**src/rtl/shiftleft_iterative.sv**
```systemverilog
// Multi-cycle logical left shifter: one power-of-two stage per clock (MSB stage first), start/ready handshake.
// Optional SHIFTLEFT_OVF_EN adds data_exception, flagging any 1 bit shifted out past the MSB.
module shiftleft_iterative #(
    parameter int DATA_WIDTH  = 32,
    parameter int SHAMT_WIDTH = 5
) (
    input  logic                   clock,
    input  logic                   reset,
    input  logic                   ctrl_shift,
    input  logic [DATA_WIDTH-1:0]  data_operand,
    input  logic [SHAMT_WIDTH-1:0] ctrl_shiftamt,
    output logic [DATA_WIDTH-1:0]  data_result,
    output logic                   data_resultRDY,
    output logic                   busy
`ifdef SHIFTLEFT_OVF_EN
    ,
    output logic                   data_exception
`endif
);

    localparam int K_W = (SHAMT_WIDTH > 1) ? $clog2(SHAMT_WIDTH) : 1;
    localparam int K_N = 1 << K_W;
    localparam logic [K_W-1:0] K_LAST = K_W'(SHAMT_WIDTH - 1);

    typedef enum logic [1:0] {
        S_IDLE  = 2'd0,
        S_SHIFT = 2'd1,
        S_DONE  = 2'd2
    } state_t;

    state_t                  state_q, state_d;
    logic [DATA_WIDTH-1:0]   work_q, work_d;
    logic [SHAMT_WIDTH-1:0]  amt_q, amt_d;
    logic [K_W-1:0]          k_q, k_d;
    logic [DATA_WIDTH-1:0]   result_q, result_d;
    logic                    start_accept;

    // Candidate outputs of every stage; the stage counter picks the active one.
    // Counter codes beyond the last stage map to a plain hold.
    logic [DATA_WIDTH-1:0]   stage_val [K_N];
    logic [DATA_WIDTH-1:0]   stage_sel;

`ifdef SHIFTLEFT_OVF_EN
    logic [K_N-1:0]          stage_loss;
    logic                    loss_q, loss_d;
`endif

    genvar gi;
    generate
        for (gi = 0; gi < K_N; gi++) begin : g_stage
            if (gi < SHAMT_WIDTH) begin : g_real
                localparam int STEP = 1 << gi;
                assign stage_val[gi] = amt_q[gi] ? (work_q << STEP) : work_q;
`ifdef SHIFTLEFT_OVF_EN
                // Bits about to fall off the top in this stage.
                assign stage_loss[gi] = amt_q[gi] & (|work_q[DATA_WIDTH-1 -: STEP]);
`endif
            end else begin : g_pad
                assign stage_val[gi] = work_q;
`ifdef SHIFTLEFT_OVF_EN
                assign stage_loss[gi] = 1'b0;
`endif
            end
        end
    endgenerate

    assign stage_sel    = stage_val[k_q];
    assign start_accept = ctrl_shift && (state_q != S_SHIFT);

    // State register
    always_ff @(posedge clock) begin
        if (reset) begin
            state_q <= S_IDLE;
        end else begin
            state_q <= state_d;
        end
    end

    // Next-state logic
    always_comb begin
        state_d = state_q;
        case (state_q)
            S_IDLE:  if (ctrl_shift) state_d = S_SHIFT;
            S_SHIFT: if (k_q == '0) state_d = S_DONE;
            S_DONE:  state_d = ctrl_shift ? S_SHIFT : S_IDLE;
            default: state_d = S_IDLE;
        endcase
    end

    // Datapath next values
    always_comb begin
        work_d   = work_q;
        amt_d    = amt_q;
        k_d      = k_q;
        result_d = result_q;
`ifdef SHIFTLEFT_OVF_EN
        loss_d   = loss_q;
`endif
        if (start_accept) begin
            work_d = data_operand;
            amt_d  = ctrl_shiftamt;
            k_d    = K_LAST;
`ifdef SHIFTLEFT_OVF_EN
            loss_d = 1'b0;
`endif
        end else if (state_q == S_SHIFT) begin
            work_d = stage_sel;
`ifdef SHIFTLEFT_OVF_EN
            loss_d = loss_q | stage_loss[k_q];
`endif
            if (k_q == '0) begin
                result_d = stage_sel;
            end else begin
                k_d = k_q - K_W'(1);
            end
        end
    end

    always_ff @(posedge clock) begin
        if (reset) begin
            work_q   <= '0;
            amt_q    <= '0;
            k_q      <= K_LAST;
            result_q <= '0;
`ifdef SHIFTLEFT_OVF_EN
            loss_q   <= 1'b0;
`endif
        end else begin
            work_q   <= work_d;
            amt_q    <= amt_d;
            k_q      <= k_d;
            result_q <= result_d;
`ifdef SHIFTLEFT_OVF_EN
            loss_q   <= loss_d;
`endif
        end
    end

    // Output logic
    always_comb begin
        busy           = (state_q == S_SHIFT);
        data_resultRDY = (state_q == S_DONE);
        data_result    = result_q;
`ifdef SHIFTLEFT_OVF_EN
        data_exception = (state_q == S_DONE) && loss_q;
`endif
    end

endmodule

```
**config.mk**
```make
export PLATFORM = sky130hd
export DESIGN_NAME = shiftleft_iterative
export DESIGN_NICKNAME = d
export VERILOG_FILES = /design/src/rtl/shiftleft_iterative.sv
export SDC_FILE = /design/constraint.sdc
export NUM_CORES = 1
export LEC_CHECK = 0
export CELL_PAD_IN_SITES_DETAIL_PLACEMENT = 0
export CELL_PAD_IN_SITES_GLOBAL_PLACEMENT = 2
export CORE_ASPECT_RATIO = 1.25
export CORE_MARGIN = 2
export CORE_UTILIZATION = 32
export CTS_BUF_LIST = sky130_fd_sc_hd__clkbuf_4 sky130_fd_sc_hd__clkbuf_8 sky130_fd_sc_hd__clkbuf_16
export DETAILED_ROUTE_END_ITERATION = 10
export PLACE_DENSITY_LB_ADDON = 0.1
export SLEW_MARGIN = 40
export SYNTH_ARGS = -nofsm -noshare
export SYNTH_HDL_FRONTEND = slang
export SYNTH_SLANG_ARGS = --single-unit
```
**constraint.sdc**
```tcl
create_clock -name clock -period 2.3 [get_ports clock]
set_input_delay 0.23 -clock clock [delete_from_list [all_inputs] [get_ports clock]]
set_output_delay 0.23 -clock clock [all_outputs]
set_load 0.01 [all_outputs]
```
* Yosys cells after proc, flatten, opt, wreduce, memory -nomap -nowiden
Index checks and enable logic that the tools add are counted.
Word-level totals: register bits after elaboration 74, bits in latches 0, bits in writable memories 0, bits in read-only memories 0, output and inout port bits 34, memories 0
Cells by class: add/sub/neg operators 1, multipliers 0, div/mod/pow operators 0, magnitude comparators 1, equal/unequal tests 5, shift-type cells 0, multiplexer cells 14, bitwise gates (word level) 3, reductions and logical operators 8
Operator list (number):
- 32-bit two-way mux | 9
- 32-bit binary-select mux with 3-bit select | 1
- 2-bit case mux with 3 select lines | 1
- 4-bit >= comparator, second input constant | 1
- 2-bit two-way mux | 2
- 2-bit by 1-bit != test with 1-bit output, second input constant | 2
- 3-bit NOT with 4-bit output | 1
- 2-bit AND reduction | 2
- 3-bit logical NOT | 1
- 3-bit AND reduction | 1
- 3-bit by 1-bit subtractor with 3-bit output, second input constant | 1
- 2-bit by 1-bit equality test with 1-bit output, second input constant | 1
- 2-bit equality test, second input constant | 1
- 2-bit logical NOT | 1
- 2-bit != test, second input constant | 1
- 1-bit NOT | 2
- 2-bit nonzero test | 1
- 2-bit OR reduction | 1
- 1-bit logical AND | 1
- 1-bit two-way mux | 1

* Longest topological paths before layout
Gate-level depths: netlist of run 1.
word-level depth 6, mapped depth 9, depth with buffers taken out 7

* Worst setup path after synthesis of run 1
No wires, ideal clock.
path kind reg2reg, start register k_q[1], end register result_q[25], in the netlist data_result[25], library setup time 78 ps, arrival time 1961 ps, required time 2222 ps, path slack 261 ps, cell stages (with the launch flop) 9, cell sequence dfxtp_1 > clkbuf_1 > clkbuf_1 > clkinv_1 > ha_1 > nand3_1 > clkbuf_1 > nor2_1 > nor3_1
Between the ends: word-level cells in the longest chain between the ends 4
RTL lines:
- start, declared | line 34 | logic [K_W-1:0] k_q, k_d;
- start signal, assigned | line 131 | k_q <= k_d;
- 3-bit NOT with 4-bit output (implied by the code) | line 67 | assign stage_sel = stage_val[k_q];
- 32-bit binary-select mux with 3-bit select | line 67
- 32-bit two-way mux (implied by the code) (2 in a row) | line 67
- end signal, assigned | line 132 | result_q <= result_d;
- end, declared | line 35 | logic [DATA_WIDTH-1:0] result_q, result_d;
Parallel ways exist; a longest one is shown, timed or not. The select of a mux whose other input is x is not followed. A chain may end at the register's enable or synchronous reset.

* Final worst setup path of run 1
start register k_q[1], end register result_q[27], in the netlist data_result[27]
The elaborated chain is that of the path after synthesis.

==> results of run 1 <==
final timing paths:
kind	start	endpoint	slack (ns)
max	k_q[1]$_SDFFE_PP0P_	data_result[27]$_SDFFE_PP0P_	0.16
min	reset	data_result[0]$_SDFFE_PP0P_	0.34
max reg2reg	k_q[1]$_SDFFE_PP0P_	data_result[27]$_SDFFE_PP0P_	0.16
min reg2reg	data_result[9]$_SDFFE_PP0P_	data_result[9]$_SDFFE_PP0P_	0.46
layout make-up:
class | instances | area [µm²] | area share
well taps | 212 | 265 | 0.0416
repair buffers | 114 | 1090 | 0.171
clock buffers | 9 | 225 | 0.0353
inverters | 29 | 109 | 0.0171
flip-flops and latches | 74 | 1480 | 0.232
clock inverters | 6 | 115 | 0.0180
multi-input cells | 475 | 3090 | 0.485
metal layers:
layer | share of wire | vias to the layer above | GRT usage
li1 | - | 2517 | -
met2 | 0.51 | 139 | 0.426
met5 | 0 | - | 0
met3 | 0.037 | 28 | 0.0388
met4 | 0.028 | 0 | 0.0883
met1 | 0.43 | 2524 | 0.298
flip-flops by register name (all words and copies together), names as in the netlist:
| signal | count |
|---|---|
| amt_q | 5 |
| data_result | 32 |
| k_q | 3 |
| state_q | 2 |
| work_q | 32 |
power by group:
group          switching, µW  internal [µW]
clock network            610           1060
logic                    504            370
registers                163           1360
cell families (layout without fill, tap and decap cells):
family,after synthesis,count (layout),synth area share
AOI/OAI and AO/OA,190,190,0.270
adders and majority gates,2,2,0.00501
buffers and inverters,106,158,0.0872
DFF,74,74,0.297
muxes,45,45,0.0930
and+or+nand+nor,238,238,0.248
what timing repair did:
| action | in CTS | in global routing |
|---|---|---|
| setup buffers | 0 | 0 |
| endpoints found under the setup margin | 0 | 1 |
| hold buffers | 0 | 0 |
| gates resized for setup | 0 | 1 |
cell usage in the layout, fill, tap and decap left out, drive strengths merged, types with 3 or more instances in the layout:
master / instances
clkinv: 4
o21ai: 22
and3: 28
nor2: 59
a22oi: 4
buf: 43
nand2b: 4
and3b: 17
a2111oi: 32
nand3b: 9
a221oi: 5
nor3: 24
nand3: 26
a311oi: 9
nand2: 52
nor2b: 4
o22ai: 32
inv: 27
bufinv: 3
or3b: 8
dfxtp: 74
mux2i: 43
clkbuf: 9
clkdlybuf4s50: 71
a211oi: 32
a21oi: 45
critical path, stage by stage (launching register included):
cell and delay, ns:
dfxtp_1 0.48, buf_4 0.34, clkinv_1 0.14, ha_1 0.23
nand3_1 0.10, buf_4 0.39, nor2_1 0.19, nor3_1 0.18
through the flow:
step	hold slack (ns)	util	worst slack, ns
CTS	0.332	0.413	0.140
floorplan	0.377	-	0.261
detailed placement	0.449	0.391	0.167
global route	0.384	0.413	0.0203
global placement	0.447	0.391	0.155
finish	0.344	0.413	0.156
==> run summary, run 1 <==
placed cell count: 904
DIE AREA: 16,600 µm²
antenna violations before repair: 0
Synth Register Bits: 74
power density cells: 637 nW/µm²
nets: 745
Tightest Hold Check Type: in -> reg
Netlist cell types: 49
clk sinks: 74
Req. time, crit path: 2.58 ns
CP max FO: 31
startpoint types: register
Num CTS Buffers: 9
clk buf depth: 2
fmax: 466 MHz
count leader, synth: dfxtp_1
first-pass GRT wire length: 30,300 µm
layout cell share with drive strength beyond 1: 0.116
Routed WL: 19,800 µm
MaxCap Viol Count: 0
total power: 4070 µW
CTS Root Cell: clkbuf_16
Total GRT Usage: 0.243
Via density: 5.67
post-synth top area cell: dfxtp_1
Core ar.: 15,400 µm²
1st-pass router iterations: 4
Area growth, synth to finish: 27.8%
headroom to the max-slew limit: 0.494
clk slew on worst S/H paths: 0.06 ns
number of port buffers: 73
initial core utilization: 0.323
worst hold path cell count: 2
top cells by area, synth: dfxtp_1, mux2i_1, a211oi_1
# diodes: 0
outcome: finished, final reports clean
sequential fraction of the synthesis area: 0.297
Post-DP Area: 6030 µm²
ys flop type: dfxtp_1
clock skew: 0.00804 ns
setup_tns: 0 ns
Avg WL per Cell: 21.6 µm
Worst EP arrival: 2.42 ns
final global-route overflow total: 0
GPL Wtd Cong: 0.875
R2R cell count: 7
filler cell count: 1,636
syn nets: 697
crit share post-route: 0.932
fin. max-slew vios: 0
Die X: 116 µm
Synth top area share: 0.297
HPWL after DPL: 13,700 µm
warnings from Yosys: 0
Tightest Pin Transition: 0.756 ns
num ports: 74
initial drt markers: 350
EDFF count, synth: 0
worst vdd ir: 0.293 mV
synthesized cell area: 4990 µm²
FFs w/ async S/R, synth: 0
final hold viol count: 0
crit path capture type: register
htree depth: 3
synth cell count leaders: dfxtp_1, clkbuf_1, nor2_1
vertical die dimension: 144 µm
setup violators final: 0
Synth Instances: 655
DRC Markers: 0
Pleak: 0.00247 µW
RSZ-0062 raised after global routing: false
vias post-DR: 5,208
final non-filler cell total: 919
CTS tree: yes
min cycle time layout: 2.14 ns
kind of critical path: reg -> reg
antenna-violating nets left: 0
largest net degree at the start of global routing: 58
synthesized area per cell: 7.62 µm²
worst-skew pair later-pin latency: 0.35 ns
Core Rows: 51
number of global-route vias before repair: 5,029
fin area: 6380 µm²
Power figures use the tool's default switching activity.
==> run 2, diff against run 1 <==
--- a/config.mk
+++ b/config.mk
@@ -5,14 +5,16 @@
 export SDC_FILE = /design/constraint.sdc
 export NUM_CORES = 1
 export LEC_CHECK = 0
+export ABC_AREA = 1
 export CELL_PAD_IN_SITES_DETAIL_PLACEMENT = 0
 export CELL_PAD_IN_SITES_GLOBAL_PLACEMENT = 2
 export CORE_ASPECT_RATIO = 1.25
 export CORE_MARGIN = 2
-export CORE_UTILIZATION = 32
+export CORE_UTILIZATION = 29
 export CTS_BUF_LIST = sky130_fd_sc_hd__clkbuf_4 sky130_fd_sc_hd__clkbuf_8 sky130_fd_sc_hd__clkbuf_16
 export DETAILED_ROUTE_END_ITERATION = 10
 export PLACE_DENSITY_LB_ADDON = 0.1
+export SETUP_SLACK_MARGIN = 0.5
 export SLEW_MARGIN = 40
 export SYNTH_ARGS = -nofsm -noshare
 export SYNTH_HDL_FRONTEND = slang
==> run summary, run 2 <==
routed wl met3: 869 µm (+19%)
Top Metal Used: met4
antenna-violating nets left: 0 (unchanged)
Synth Register Bits: 74 (unchanged)
synthesized area per cell: 5.64 µm² (-26%)
Via density: 4.97 (-12%)
CP max FO: 9 (-71%)
1st-pass router iterations: 5 (+1)
Area growth, synth to finish: 23.4%
largest net degree at the start of global routing: 56 (-3.4%)
startpoint types: register
slowest CP cell: dfxtp_1
worst vdd ir: 0.308 mV (+5.1%)
MaxCap Viol Count: 0 (unchanged)
number of global-route vias before repair: 6,404 (+27%)
Total GRT Usage: 0.239 (-0.00439)
ys flop type: dfxtp_1
initial drt markers: 473 (+35%)
RSZ-0062 raised after global routing: false
Netlist cell types: 32 (-35%)
largest family of logic cells by synthesized area: simple AND/OR/NAND/NOR gates
total power: 4360 µW (+7.3%)
outcome: finished, final reports clean
Tightest Hold Check Type: in -> reg
multi-input logic area: 3550 µm² (+15%)
worst path cell trace: clkinv_1, nand2_1, nand3_1, nand3_1, nand3_1, nand2_1, nand2_1, a21oi_1
vias post-DR: 6,678 (+28%)
fin. max-slew vios: 0 (unchanged)
setup violators final: 0 (unchanged)
Die X: 131 µm (+13%)
first-pass GRT wire length: 38,100 µm (+26%)
final hold viol count: 0 (unchanged)
clk sinks: 74 (unchanged)
CP top delay family: simple AND/OR/NAND/NOR gates
layout cell share with drive strength beyond 1: 0.0880 (-0.0279)
crit share post-route: 0.726 (-0.207)
most frequent cells in the layout: nand2_1, nand3_1, nor2_1, inv_1, clkdlybuf4s50_1
# diodes: 0 (unchanged)
Pleak: 0.00336 µW (+36%)
CTS Root Cell: clkbuf_16
headroom to the max-slew limit: 0.706 (+0.212)
HPWL after DPL: 17,500 µm (+28%)
antenna violations before repair: 0 (unchanged)
DRC Markers: 0 (unchanged)
FFs w/ async S/R, synth: 0 (unchanged)
power density cells: 609 nW/µm² (-4.4%)
syn nets: 1,070 (+54%)
fmax: 599 MHz (+28%)
kind of critical path: reg -> reg
post-synthesis adder-cell area fraction: 0.00431 (-0.000701)
commonest non-fill, non-tap cell in the layout: nand2_1
Core Rows: 57 (+12%)
Worst EP arrival: 1.94 ns (-0.48 ns)
compound-gate portion of the synthesized area: 0.144 (-0.126)
CTS Hold Buffers Added: 0 (unchanged)
warnings from Yosys: 0 (unchanged)
DIE AREA: 21,200 µm² (+27%)
simple-gate area share of the yosys netlist: 0.459 (+0.211)
Avg WL per Cell: 19.2 µm (-11%)
worst hold margin: 0.289 ns (-0.0549 ns)
GPL Wtd Cong: 0.823 (-6.0%)
final global-route overflow total: 0 (unchanged)
Req. time, crit path: 2.57 ns (about the same)
Core ar.: 19,500 µm² (+27%)
htree depth: 3 (unchanged)
CTS tree: yes
post-synth top area cell: dfxtp_1
post-synthesis mux area share: 0 (-0.0930)
nets: 1,116 (+50%)
count leader, synth: nand2_1
Buf/Inv on CP: 1 (-2)
min cycle time layout: 1.67 ns (-0.475 ns)
clk slew on worst S/H paths: 0.06 ns (about the same)
Routed WL: 25,900 µm (+30%)
worst-skew pair later-pin latency: 0.34 ns (about the same)
sequential fraction of the synthesis area: 0.255 (-0.0415)
Synth top area share: 0.255 (-0.0415)
synth cell count leaders: nand2_1, nand3_1, nor2_1
synthesized cell area: 5800 µm² (+16%)
Metal-1 WL: 11,200 µm (+32%)
clock skew: 0.0101 ns (+0.00202 ns)
number of port buffers: 73 (unchanged)
xor/xnor cell area share of the yosys netlist: 0.00151 (+0.00151)
num ports: 74 (unchanged)
vertical die dimension: 162 µm (+13%)
filler cell count: 2,280 (+39%)
delay of the slowest critical-path stage: 0.41 ns (-0.07 ns)
clk buf depth: 2 (unchanged)
top cells by area, synth: dfxtp_1, nand2_1, nand3_1
setup_tns: 0 ns (unchanged)
Storage cell area: 1490 µm² (+0.42%)
initial core utilization: 0.297 (-0.0263)
Num CTS Buffers: 9 (unchanged)
Tightest Pin Transition: 0.441 ns (-0.315 ns)
Synth Instances: 1,028 (+57%)
EDFF count, synth: 0 (unchanged)
WL met2: 12,600 µm (+25%)
crit path capture type: register
run 2: through the flow:
| stage | util | setup WS [ns] | cells | instance area, µm² |
|---|---|---|---|---|
| after floorplan | - | 0.615 | 1028 | 5800 |
| after global routing | 0.366 | 0.508 | 1344 | 7160 |
| final | 0.366 | 0.631 | 1344 | 7160 |
| after detailed placement | 0.343 | 0.377 | 1321 | 6710 |
| after CTS | 0.360 | 0.490 | 1337 | 7040 |
| after global placement | 0.343 | 0.382 | 1321 | 6710 |
run 2: final timing paths:
path	from	end	slack (ns)	depth (start not counted)
min reg2reg	data_result[1]$_SDFFE_PP0P_	data_result[1]$_SDFFE_PP0P_	0.46	2
max	work_q[6]$_SDFFE_PP0P_	work_q[14]$_SDFFE_PP0P_	0.63	8
max reg2reg	work_q[6]$_SDFFE_PP0P_	work_q[14]$_SDFFE_PP0P_	0.63	8
min	reset	state_q[0]$_SDFFE_PP0P_	0.29	2
run 2: kinds of logic (layout without fill, tap and decap cells):
group	Yosys count	in the layout
and+or+nand+nor	625	625
buffers and inverters	177	228
AOI/OAI and AO/OA	149	149
DFF	74	74
adders and majority gates	2	2
xor gates and xnor gates	1	1
run 2: where the power goes:
group          total (µW)  switching [µW]  internal, µW
registers            1430            72.0          1350
logic                1370             913           457
clock network        1570             599           967
run 2: final cells by class:
class,instances,area share
Clock buffer,10,0.0325
Clock inverter,6,0.0128
Inverter,106,0.0585
Multi-Input combinational cell,777,0.496
Sequential cell,74,0.208
Tap cell,265,0.0463
Timing Repair Buffer,104,0.144
Timing Repair inverter,2,0.00210
run 2: per-layer routing:
metal	track usage	up-vias
li1	-	3369
met1	0.306	3061
met2	0.398	196
met3	0.0217	52
met4	0.117	0
met5	0	-
run 2: what timing repair did:
| item | in CTS | in global routing |
|---|---|---|
| resized for setup | 2 | 22 |
| setup endpoints to repair | 6 | 65 |
| gates cloned | 0 | 3 |
| hold endpoints to repair | 0 | 0 |
| setup buffers | 0 | 4 |
run 2: worst reg2reg max path, stage by stage (launching register included):
cell and delay (ns):
dfxtp_1 0.41, clkinv_1 0.32, nand2_1 0.19, nand3_1 0.09
nand3_1 0.09, nand3_1 0.16, nand2_1 0.16, nand2_1 0.06
a21oi_1 0.12
==> run 3, diff against run 2 <==
==> constraint.sdc (replaced) <==
create_clock -name clock -period 1.7 [get_ports clock]
set_input_delay 0.17 -clock clock [delete_from_list [all_inputs] [get_ports clock]]
set_output_delay 0.17 -clock clock [all_outputs]
set_load 0.01 [all_outputs]
==> run summary, run 3 (synthesized netlist as in run 2, its figures left out) <==
Via density: 4.92 (-0.99%)
final global-route overflow total: 0 (unchanged)
Storage cell area: 1510 µm² (+1.2%)
1st-pass router iterations: 6 (+1)
kind of critical path: reg -> reg
initial drt markers: 363 (-23%)
slowest CP cell: dfxtp_4
Tightest Pin Transition: 0.391 ns (-0.0503 ns)
Core Rows: 57 (unchanged)
CP max FO: 17 (+8)
CTS tree: yes
MaxCap Viol Count: 0 (unchanged)
startpoint types: register
CP top delay family: buffers and inverters
Die X: 131 µm (unchanged)
num ports: 74 (unchanged)
switching fraction of total power: 0.347 (-0.0163)
crit path capture type: register
routed wl met3: 1140 µm (+32%)
crit share post-route: 0.908 (+0.182)
Int Pwr: 4290 µW (+55%)
vertical die dimension: 162 µm (unchanged)
Avg WL per Cell: 19.1 µm (-1.0%)
number of port buffers: 73 (unchanged)
most frequent cells in the layout: nand2_1, nand3_1, nor2_1, inv_1, dfxtp_1
Switch Pwr: 2280 µW (+44%)
placed cell count: 1,363 (+3.2%)
Num CTS Buffers: 9 (unchanged)
worst-skew pair later-pin latency: 0.35 ns (about the same)
clock skew: 0.00736 ns (-0.00269 ns)
RSZ-0062 raised after global routing: true
WL met2: 13,600 µm (+8.2%)
Sequential Power Share: 0.291 (-0.036)
setup_tns: 0 ns (unchanged)
clk sinks: 74 (unchanged)
Core ar.: 19,500 µm² (unchanged)
largest net degree at the start of global routing: 43 (-23%)
min cycle time layout: 1.54 ns (-0.126 ns)
vias post-DR: 6,853 (+2.6%)
fin. max-slew vios: 0 (unchanged)
headroom to the max-slew limit: 0.739 (+0.0333)
clock power share: 0.372 (+0.013)
Metal-1 WL: 11,200 µm (+0.63%)
Total GRT Usage: 0.257 (+0.0181)
final non-filler cell total: 1,393 (+3.6%)
Tightest Hold Check Type: in -> reg
first-pass GRT wire length: 40,400 µm (+6.0%)
clk buf depth: 2 (unchanged)
GPL Wtd Cong: 0.820 (-0.36%)
Routed WL: 26,500 µm (+2.6%)
antenna violations before repair: 0 (unchanged)
Worst EP arrival: 1.79 ns (-0.15 ns)
Area growth, synth to finish: 38.5%
antenna-violating nets left: 0 (unchanged)
# diodes: 0 (unchanged)
DRC Markers: 0 (unchanged)
delay of the slowest critical-path stage: 0.38 ns (-0.03 ns)
filler cell count: 2,167 (-5.0%)
worst vdd ir: 0.560 mV (+82%)
fmax: 648 MHz (+8.1%)
outcome: finished, final reports clean
initial core utilization: 0.297 (unchanged)
Req. time, crit path: 1.94 ns (-0.63 ns)
HPWL after DPL: 18,800 µm (+7.2%)
setup violators final: 0 (unchanged)
final hold viol count: 0 (unchanged)
combinational share of power: 0.337 (+0.023)
layout cell share with drive strength beyond 1: 0.189 (+0.101)
clk slew on worst S/H paths: 0.07 ns (about the same)
worst hold margin: 0.193 ns (-0.0959 ns)
nets: 1,165 (+4.4%)
total power: 6580 µW (+51%)
Buf/Inv on CP: 4 (+3)
CTS Hold Buffers Added: 0 (unchanged)
Pleak: 0.00389 µW (+16%)
power density cells: 818 nW/µm² (+34%)
worst path cell trace: inv_6, ha_4, nand2_4, nor2_4, inv_2, buf_4, o21ai_0, inv_1
Top Metal Used: met4
CTS Root Cell: clkbuf_16
post-layout util: 0.411 (+0.0448)
multi-input logic area: 3790 µm² (+6.8%)
commonest non-fill, non-tap cell in the layout: nand2_1
DIE AREA: 21,200 µm² (unchanged)
htree depth: 3 (unchanged)
number of global-route vias before repair: 6,470 (+1.0%)
==> run 3: metal layers <==
layer | up-vias | global-route usage
met2 | 196 | 0.448
met3 | 28 | 0.0319
li1 | 3478 | -
met5 | - | 0
met4 | 0 | 0.0754
met1 | 3151 | 0.328
==> run 3: final cells by class <==
| cell class | count | share of cell area |
|---|---|---|
| Clock buffer | 10 | 0.0290 |
| Multi-Input combinational cell | 778 | 0.472 |
| Tap cell | 265 | 0.0413 |
| Inverter | 106 | 0.0554 |
| Clock inverter | 6 | 0.0171 |
| Sequential cell | 74 | 0.187 |
| Timing Repair Buffer | 154 | 0.198 |
==> run 3: power groups by stage <==
| stage | logic (µW) | registers [µW] | clock network [µW] |
|---|---|---|---|
| floorplan | 1250 | 1930 | 0 |
| global placement | 2010 | 1940 | 0 |
| detailed placement | 2010 | 1940 | 0 |
| CTS | 2170 | 1910 | 2500 |
| global route | 2440 | 1920 | 2560 |
| finish | 2220 | 1910 | 2450 |
==> run 3: worst paths after layout <==
kind	end	cells past startpoint	startpoint	slack [ns]
worst min register to register	data_result[2]$_SDFFE_PP0P_	2	data_result[2]$_SDFFE_PP0P_	0.46
worst min-delay path	state_q[0]$_SDFFE_PP0P_	2	reset	0.19
worst max-delay path	data_result[14]$_SDFFE_PP0P_	8	k_q[0]$_SDFFE_PP0P_	0.16
worst max register to register	data_result[14]$_SDFFE_PP0P_	8	k_q[0]$_SDFFE_PP0P_	0.16
==> run 3: timing repair <==
action | in CTS | in global routing
gates resized for setup | 114 | 40
endpoints found under the setup margin | 103 | 74
gates cloned | 4 | 0
pin swaps | 27 | 11
setup buffers | 6 | 4
hold endpoints to repair | 0 | 0
==> run 3: through the flow <==
| stage | setup slack (ns) | cell area, µm² |
|---|---|---|
| floorplan | 0.206 | 5890 |
| global placement | 0.103 | 7190 |
| detailed placement | 0.0759 | 7190 |
| CTS | 0.171 | 7910 |
| global route | 0.0961 | 8040 |
| finish | 0.156 | 8040 |
